==> config.mk <==
export PLATFORM = sky130hd
export DESIGN_NAME = pipeline_ctrl
export DESIGN_NICKNAME = d
export VERILOG_FILES = /design/src/rtl/pipe_ctrl_pkg.sv /design/src/rtl/load_use_detect.sv /design/src/rtl/pipeline_ctrl.sv
export SDC_FILE = /design/constraint.sdc
export NUM_CORES = 1
export LEC_CHECK = 0
export ABC_AREA = 1
export BUFFER_PORTS_ARGS = -buffer_cell sky130_fd_sc_hd__buf_4
export CAP_MARGIN = 20
export CORE_ASPECT_RATIO = 1.75
export CORE_MARGIN = 8
export CORE_UTILIZATION = 28
export DETAILED_ROUTE_END_ITERATION = 10
export PLACE_DENSITY = 0.45
export REMOVE_ABC_BUFFERS = 1
export SKIP_CTS_REPAIR_TIMING = 1
export SLEW_MARGIN = 10
export SYNTH_ARGS = -nofsm -noshare
export SYNTH_HDL_FRONTEND = slang
export SYNTH_SLANG_ARGS = --single-unit
==> constraint.sdc <==
create_clock -name clk -period 2.3 [get_ports clk]
set_input_delay 0 -clock clk [delete_from_list [all_inputs] [get_ports clk]]
set_output_delay 0 -clock clk [all_outputs]
set_load 0.02 [all_outputs]
==> src/rtl/pipe_ctrl_pkg.sv <==
// Shared definitions for the pipeline hazard controller: FSM states,
// register-address width, default multiply latency and a saturating helper.
package pipe_ctrl_pkg;

  localparam int REG_ADDR_W     = 3;
  localparam int MUL_CYCLES_DEF = 4;
  localparam int CNT_W          = 8;

  typedef enum logic [1:0] {
    RUN      = 2'd0,
    MUL_BUSY = 2'd1,
    MEM_WAIT = 2'd2
  } state_t;

  // Increment that sticks at all-ones instead of wrapping.
  function automatic logic [CNT_W-1:0] sat_inc(input logic [CNT_W-1:0] v);
    logic [CNT_W-1:0] r;
    if (v == {CNT_W{1'b1}}) r = v;
    else                    r = v + {{(CNT_W-1){1'b0}}, 1'b1};
    return r;
  endfunction

endpackage

==> src/rtl/load_use_detect.sv <==
// Combinational load-use hazard detector: flags when the instruction in ID
// reads the register a load in EX is about to write. Register 0 is hardwired
// to zero, so it can never carry a real dependency.
module load_use_detect
  import pipe_ctrl_pkg::*;
(
  input  logic [REG_ADDR_W-1:0] ID_rs,
  input  logic [REG_ADDR_W-1:0] ID_rt,
  input  logic                  ID_UsesRt,
  input  logic [REG_ADDR_W-1:0] EX_rt,
  input  logic                  EX_MemRead,
  output logic                  hazard
);

  logic rs_match;
  logic rt_match;
  logic dest_nonzero;

  assign dest_nonzero = (EX_rt != '0);
  assign rs_match     = (EX_rt == ID_rs);
  assign rt_match     = ID_UsesRt && (EX_rt == ID_rt);
  assign hazard       = EX_MemRead && dest_nonzero && (rs_match || rt_match);

endmodule

==> src/rtl/pipeline_ctrl.sv <==
// Pipeline hazard controller: arbitrates memory wait, multi-cycle multiply,
// taken-branch flush and load-use stall, and counts cycles in which the PC
// was frozen. Outputs are combinational from state, mul_cnt and inputs.
module pipeline_ctrl
  import pipe_ctrl_pkg::*;
#(
  parameter int MUL_CYCLES = MUL_CYCLES_DEF
) (
  input  logic                  clk,
  input  logic                  rst,
  input  logic [REG_ADDR_W-1:0] ID_rs,
  input  logic [REG_ADDR_W-1:0] ID_rt,
  input  logic                  ID_UsesRt,
  input  logic [REG_ADDR_W-1:0] EX_rt,
  input  logic                  EX_MemRead,
  input  logic                  EX_Mult,
  input  logic                  Branch_Taken,
  input  logic                  Mem_Req,
  input  logic                  Mem_Ready,
  output logic                  PC_Write,
  output logic                  IF_ID_Write,
  output logic                  ID_EX_Write,
  output logic                  EX_MEM_Write,
  output logic                  IF_ID_Flush,
  output logic                  ID_EX_Bubble,
  output logic                  EX_MEM_Bubble,
  output logic                  MEM_WB_Bubble,
  output logic                  Mul_Done,
  output logic [CNT_W-1:0]      Stall_Cnt
);

  // First countdown value: the RUN cycle that accepts the multiply is itself
  // one hold cycle, and the final (count==0) cycle releases the pipeline.
  localparam logic [CNT_W-1:0] MUL_LOAD = CNT_W'(MUL_CYCLES - 2);

  state_t           state;
  state_t           state_nx;
  state_t           ret_st;
  state_t           ret_nx;
  state_t           eff_st;
  logic [CNT_W-1:0] mul_cnt;
  logic [CNT_W-1:0] cnt_nx;
  logic             lu_hazard;
  logic             mem_stall;

  load_use_detect u_lud (
    .ID_rs      (ID_rs),
    .ID_rt      (ID_rt),
    .ID_UsesRt  (ID_UsesRt),
    .EX_rt      (EX_rt),
    .EX_MemRead (EX_MemRead),
    .hazard     (lu_hazard)
  );

  assign mem_stall = Mem_Req && !Mem_Ready;

  // MEM_WAIT resolves as whatever state it interrupted, so the interrupted
  // operation continues seamlessly on the cycle memory becomes ready.
  assign eff_st = (state == MEM_WAIT) ? ret_st : state;

  // Next-state, counter update and pipeline control outputs.
  always_comb begin
    PC_Write      = 1'b1;
    IF_ID_Write   = 1'b1;
    ID_EX_Write   = 1'b1;
    EX_MEM_Write  = 1'b1;
    IF_ID_Flush   = 1'b0;
    ID_EX_Bubble  = 1'b0;
    EX_MEM_Bubble = 1'b0;
    MEM_WB_Bubble = 1'b0;
    Mul_Done      = 1'b0;
    state_nx      = state;
    ret_nx        = ret_st;
    cnt_nx        = mul_cnt;

    if (mem_stall) begin
      // Full freeze; the multiply countdown does not advance.
      PC_Write      = 1'b0;
      IF_ID_Write   = 1'b0;
      ID_EX_Write   = 1'b0;
      EX_MEM_Write  = 1'b0;
      MEM_WB_Bubble = 1'b1;
      ret_nx        = eff_st;
      state_nx      = MEM_WAIT;
    end else begin
      case (eff_st)
        RUN: begin
          state_nx = RUN;
          if (EX_Mult) begin
            PC_Write      = 1'b0;
            IF_ID_Write   = 1'b0;
            ID_EX_Write   = 1'b0;
            EX_MEM_Bubble = 1'b1;
            cnt_nx        = MUL_LOAD;
            state_nx      = MUL_BUSY;
          end else if (Branch_Taken) begin
            // Wrong-path instructions in IF/ID are squashed, so any load-use
            // dependency they carry is moot.
            IF_ID_Flush  = 1'b1;
            ID_EX_Bubble = 1'b1;
          end else if (lu_hazard) begin
            PC_Write     = 1'b0;
            IF_ID_Write  = 1'b0;
            ID_EX_Bubble = 1'b1;
          end
        end
        MUL_BUSY: begin
          if (mul_cnt != '0) begin
            PC_Write      = 1'b0;
            IF_ID_Write   = 1'b0;
            ID_EX_Write   = 1'b0;
            EX_MEM_Bubble = 1'b1;
            cnt_nx        = mul_cnt - {{(CNT_W-1){1'b0}}, 1'b1};
            state_nx      = MUL_BUSY;
          end else begin
            Mul_Done = 1'b1;
            state_nx = RUN;
          end
        end
        default: begin
          state_nx = RUN;
        end
      endcase
    end

    // Reset forces every enable and bubble low, independent of state.
    if (rst) begin
      PC_Write      = 1'b0;
      IF_ID_Write   = 1'b0;
      ID_EX_Write   = 1'b0;
      EX_MEM_Write  = 1'b0;
      IF_ID_Flush   = 1'b0;
      ID_EX_Bubble  = 1'b0;
      EX_MEM_Bubble = 1'b0;
      MEM_WB_Bubble = 1'b0;
      Mul_Done      = 1'b0;
    end
  end

  // FSM state, return state and multiply countdown registers.
  always_ff @(posedge clk or posedge rst) begin
    if (rst) begin
      state   <= RUN;
      ret_st  <= RUN;
      mul_cnt <= '0;
    end else begin
      state   <= state_nx;
      ret_st  <= ret_nx;
      mul_cnt <= cnt_nx;
    end
  end

  // Saturating count of cycles in which the PC was held.
  always_ff @(posedge clk or posedge rst) begin
    if (rst) begin
      Stall_Cnt <= '0;
    end else if (!PC_Write) begin
      Stall_Cnt <= sat_inc(Stall_Cnt);
    end
  end

endmodule
==> impl_metrics.json, run 1 <==
{
  "outcome": "complete, no violations",
  "required_ns": 2.30,
  "cts_made_buffers": 3,
  "htreeDepth": 1,
  "drv_slew": 0,
  "wl_per_cell_um": 12.4,
  "drcViolationCount": 0,
  "finalInstanceArea_um2": 1660,
  "fin_tns_setup_ns": 0,
  "yosysWarnings": 0,
  "fmax_mhz": 505,
  "drive_above_1_share_pct": 22.1,
  "end_kind": "output port",
  "cpMaxStageDelayCell": "dfrtp_1",
  "critPathKind": "flop to output port",
  "root_buffer": "clkbuf_8",
  "place_hpwl_um": 2740,
  "gp_congestion": 0.721,
  "cts.path.max_buffers": 2,
  "clk_pin_slew_ns": 0.07,
  "grt.total_usage_pct": 9.68,
  "rows": 33,
  "firstDrtPassIters": 4,
  "core_um2": 4580,
  "hold_path.class": "input pin to flop",
  "n_antenna_cell": 0,
  "synth-seq-area-share_pct": 38.5,
  "drt_iter0_drc": 51,
  "cap_violations": 0,
  "critPathTopFamily": "simple AND/OR/NAND/NOR gates",
  "synth_area_leaders": "dfrtp_1 (38%), nand2_1 (16%), nand3_1 (7.3%)",
  "max_stage_delay_ns": 0.36,
  "grt_max_degree": 21,
  "ant_nets": 0,
  "crit_buf_inv": 3,
  "max_slew_margin_pct": 46.5,
  "route.vias.total": 1231,
  "cts_tree": "yes",
  "placed_area_um2": 1600,
  "ir_drop_uv": 543,
  "fin_crit_sh_pct": 86.1,
  "wl_um": 3330,
  "p_per_area_nw_per_um2": 1090,
  "crit_top_cell": "inv_1",
  "skew_ns": 0.00181,
  "die_y_um": 106,
  "area_delta_synth_final_pct": 27.9,
  "synth_cell_type_count": 27,
  "startpoint_type": "flop",
  "grt_overflow": 0,
  "vias_per_cell": 4.58,
  "cts_sinks": 20,
  "numPortBuffers": 33,
  "initial_utilization_pct": 28.4,
  "final_nets": 238,
  "synth_top_area_share_pct": 38.5,
  "syn_area_per_cell_um2": 7.22,
  "rsz0062_at_grt": "no",
  "synthCells": 180,
  "synth_area_um2": 1300,
  "synth-seq-cells": 20,
  "worst_pin_slew_ns": 0.802,
  "crit_arrival_ns": 1.98,
  "clkLatencyLatePin_ns": 0.26,
  "die_area_um2": 7160,
  "critical_path.cell_chain": "inv_1 > ha_1 > nand3_1 > nor3_1 > nand2_1 > nand2_2 > nor3_4 > inv_1 > nor2_1 > buf_4",
  "setup_viol": 0,
  "synth_top_area_cell": "dfrtp_1",
  "dieWidth_um": 67.5,
  "grt_antenna_before_repair": 0,
  "path_max_fanout": 6,
  "grt_pass1_wl_um": 5440,
  "io_pins": 34,
  "hold_viol_final": 0,
  "finalCriticalPeriod_ns": 1.98,
  "grt_pass1_vias": 1257,
  "static-leakage-power_nw": 0.913
}
## layout make-up
cell class,count,area (um2)
timing repair buffer,36,275
fill,512,2920
tap,52,65.1
clock buffer,3,41.3
inverter,25,93.8
sequential,20,500
multi-input combinational,133,687
## sequential cells by signal, summed over array words and instances (netlist names)
name and count:
state 2, mul_cnt 8, Stall_Cnt 8, ret_st 2
## cell usage after synthesis
cell type / number
o21ai_0: 2
nand2_2: 2
nor3_1: 3
nand2_4: 1
nand2_1: 56
buf_4: 1
buf_6: 1
nor3_4: 1
inv_1: 22
xnor2_1: 4
xor2_1: 8
inv_2: 2
dfrtp_1: 20
a31oi_1: 1
a21oi_1: 2
clkinv_1: 1
a21oi_2: 1
nor2_2: 1
nand3_1: 19
nand3b_1: 2
ha_1: 2
nand4_1: 1
or2_2: 1
nor2_1: 19
o21ai_1: 5
nor2_4: 1
nor2_8: 1
## worst reg2reg max path, delay by kind of cell (launching register included)
family        cells  cell delay (ns)
simple gates      7             0.78
buf+inv           2             0.31
fa+ha+maj         1             0.24
flops             1             0.36
## report_power, final
| part | total (mW) | switching, mW | internal, mW | leakage, nW |
|---|---|---|---|---|
| Combinational | 0.963 | 0.564 | 0.400 | 0.635 |
| Clock | 0.231 | 0.114 | 0.117 | 0.0216 |
| Sequential | 0.625 | 0.142 | 0.483 | 0.257 |
## cell usage in the layout (no fill, tap or decap)
master and n:
a21oi_1 2, nor2_1 19, o21ai_0 2, o21ai_1 5, nand2_2 2, xnor2_1 4, dfrtp_1 20, nor3_4 1
xor2_1 8, nand3b_1 2, inv_1 22, nand2_4 1, a31oi_1 1, buf_4 34, inv_2 2, nand4_1 1
nand3_1 19, clkbuf_8 3, nor2_2 1, nand2_1 56, nor2_8 1, nor3_1 3, dlygate4sd3_1 2, clkinv_1 1
nor2_4 1, ha_1 2, or2_2 1, a21oi_2 1
## kinds of logic (layout without fill, tap and decap cells)
kind of cell,after synthesis,in the layout,synth area share [%]
AOI/OAI and AO/OA,11,11,4.62
xor gates and xnor gates,12,12,8.08
adders and majority gates,2,2,1.92
buffers and inverters,27,64,8.66
DFF,20,20,38.5
and+or+nand+nor,108,108,38.2
## metrics by stage
step           total power, mW  util, %  hold slack, ns  worst slack, ns  instances
3_5_place_dp              1.61     34.9           0.239            0.503        264
3_3_place_gp              1.61     34.9           0.236            0.545        264
2_1_floorplan             1.28        -         -0.0362            0.615        178
6_report                  1.82     36.3          0.0395            0.320        269
5_1_grt                   1.98     36.3          0.0527            0.154        269
4_1_cts                   1.85     35.8         -0.0422            0.285        267
## layer usage
metal | GRT usage [%] | routed length [um]
met5 | 0 | 0
met4 | 4.06 | 65
met1 | 9.17 | 1230
met3 | 2.21 | 200
met2 | 18.4 | 1840
## worst paths after layout
check                      startpoint            end  slack (ns)  cells after the start
setup reg to reg           mul_cnt[0]     mul_cnt[4]        0.50                     10
min in group asynchronous         rst   Stall_Cnt[1]        0.48                      3
hold reg to reg             ret_st[0]      ret_st[0]        0.52                      2
setup / recovery           mul_cnt[0]  EX_MEM_Bubble        0.32                     10
hold / removal                Mem_Req       state[1]        0.04                      3
max in group asynchronous         rst     mul_cnt[5]        1.32                      3
No activity file was read; power rests on OpenSTA's default activity.
==> inputs of run 2 (changes only) <==
- ABC_AREA: 1 -> 0
==> impl_metrics.json, run 2 <==
{
  "rr_startpoint": "state[1]",
  "vias_per_cell": 4.90,
  "drcViolationCount": 0,
  "core_um2": 4110,
  "static-leakage-power_nw": 0.743,
  "r2r_slack_ns": 0.28,
  "final_nets": 192,
  "hold_viol_final": 0,
  "async_reset_ff_share_pct": 100,
  "gp_congestion": 0.796,
  "wl_um": 3120,
  "synth_commonest_cells": "dfrtp_1 (20), nor2_1 (18), nand2_1 (12)",
  "synth_top_area_cell": "dfrtp_1",
  "synth_cell_type_count": 37,
  "drv_slew": 0,
  "grt.total_usage_pct": 10.1,
  "cp-startpoint": "mul_cnt[2]",
  "route.vias.total": 1084,
  "outcome": "complete, no violations",
  "synth-seq-cells": 20,
  "reg2reg_depth": 7,
  "cts_tree": "yes",
  "crit_arrival_ns": 2.02,
  "drt_iter0_drc": 16,
  "root_buffer": "clkbuf_8",
  "yosysWarnings": 0,
  "synth_most_common_cell": "dfrtp_1",
  "htreeDepth": 1,
  "startpoint_type": "flop",
  "io_pins": 34,
  "grt_pass1_wl_um": 5510,
  "required_ns": 2.30,
  "synthCells": 132,
  "end_kind": "output port",
  "reg2reg_to": "mul_cnt[7]",
  "path_max_fanout": 7,
  "place_hpwl_um": 2580,
  "fin_tns_setup_ns": 0,
  "fmax_mhz": 496,
  "die_y_um": 102,
  "synth-seq-area-share_pct": 41.8,
  "fin_crit_sh_pct": 87.7,
  "critPathCapture": "PC_Write",
  "final_cell_mix": "buf_4 (37), dfrtp_1 (20), nor2_1 (18)",
  "fill_cells": 445,
  "wl_per_cell_um": 14.1,
  "critPathKind": "flop to output port",
  "numPortBuffers": 33,
  "cap_violations": 0,
  "dieWidth_um": 65.4,
  "ir_drop_uv": 666,
  "clkLatencyLatePin_ns": 0.26,
  "cts.path.max_buffers": 2,
  "area_delta_synth_final_pct": 32.7,
  "n_antenna_cell": 0,
  "drive_above_1_share_pct": 29.7,
  "ant_nets": 0,
  "hold_path.class": "input pin to flop",
  "synth_area_leaders": "dfrtp_1 (42%), nor2_1 (5.6%), xnor2_1 (4.4%)",
  "grt_max_degree": 21,
  "final_common_cell": "buf_4",
  "synth_ff_type": "dfrtp_1",
  "worst_pin_slew_ns": 0.551,
  "cts_sinks": 20,
  "setup_viol": 0,
  "synth_edf_count": 0,
  "die_area_um2": 6700,
  "initial_utilization_pct": 29.1,
  "grt_antenna_before_repair": 0,
  "finalCriticalPeriod_ns": 2.02,
  "final_util_pct": 38.6,
  "rows": 31,
  "synth_area_um2": 1200,
  "power_mw": 1.83,
  "cts_made_buffers": 3,
  "synth_top_area_share_pct": 41.8,
  "grt_overflow": 0,
  "syn_area_per_cell_um2": 9.06,
  "firstDrtPassIters": 2,
  "rsz0062_at_grt": "no",
  "top_regs": "Stall_Cnt: 8 flops, mul_cnt: 8 flops",
  "grt_pass1_vias": 1224,
  "skew_ns": 0.00484,
  "clk_pin_slew_ns": 0.08,
  "max_slew_margin_pct": 63.1,
  "p_per_area_nw_per_um2": 1150
}
## run 2: cell count changes after synthesis, sizes merged, moves of 3 or more
cell	delta
xor2	-3
nand3	-12
nand2	-47
inv	-17
mux2	+3
nor2	-4
## run 2: worst min path at each step
stage / slack, ns / start / depth (start not counted) / to
floorplan: -0.03 / rst / 1 / Stall_Cnt[0]
global placement: 0.09 / rst / 3 / Stall_Cnt[0]
detailed placement: 0.10 / rst / 3 / Stall_Cnt[0]
CTS: -0.18 / rst / 3 / Stall_Cnt[0]
global route: 0.18 / Mem_Req / 3 / state[1]
finish: 0.12 / Mem_Req / 3 / state[1]
## run 2: area by class of cell
class	instances	area [um2]	share of cell area [%]
Clock buffer	4	55.1	3.47
Inverter	7	26.3	1.65
Multi-Input combinational cell	103	657	41.4
Sequential cell	20	500	31.5
Tap cell	49	61.3	3.86
Timing Repair Buffer	38	288	18.1
## run 2: where the power goes
group | internal, mW | leakage [nW] | total [mW] | switching [mW]
Sequential | 0.494 | 0.251 | 0.680 | 0.187
Clock | 0.152 | 0.0288 | 0.270 | 0.117
Combinational | 0.401 | 0.463 | 0.880 | 0.479
## run 2: cells by family after synthesis
logic type      Yosys count  share of synthesized area, %
simple gates             61                          26.7
compound gates           26                          15.3
flops                    20                          41.8
xor+xnor                 11                          8.05
buf+inv                   9                          3.24
mux                       3                          2.82
fa+ha+maj                 2                          2.09
## run 2: per-stage QoR
step                      setup WS, ns  hold WS [ns]  instances  cell area [um2]
after floorplan                  0.425       -0.0279        130             1180
after global placement           0.176        0.0941        216             1520
after detailed placement         0.141         0.102        216             1520
after CTS                        0.127        -0.176        220             1580
after global routing            0.0864         0.184        221             1590
final                            0.283         0.115        221             1590
## run 2: layer usage
| metal | wire (um) | share of wire (%) | global-route usage, % | up-vias |
|---|---|---|---|---|
| met5 | 0 | 0 | 0 | - |
| li1 | - | - | - | 546 |
| met4 | 21 | 0.67 | 3.04 | 0 |
| met1 | 1260 | 40 | 10.3 | 521 |
| met2 | 1750 | 56 | 19.6 | 15 |
| met3 | 85 | 2.7 | 1.87 | 2 |
## run 2: worst max-delay path, stage by stage, from the launching register on
cell	delay (ns)
dfrtp_1	0.44
nor4_4	0.36
nand4_1	0.16
a211oi_2	0.46
or2_2	0.21
buf_4	0.13
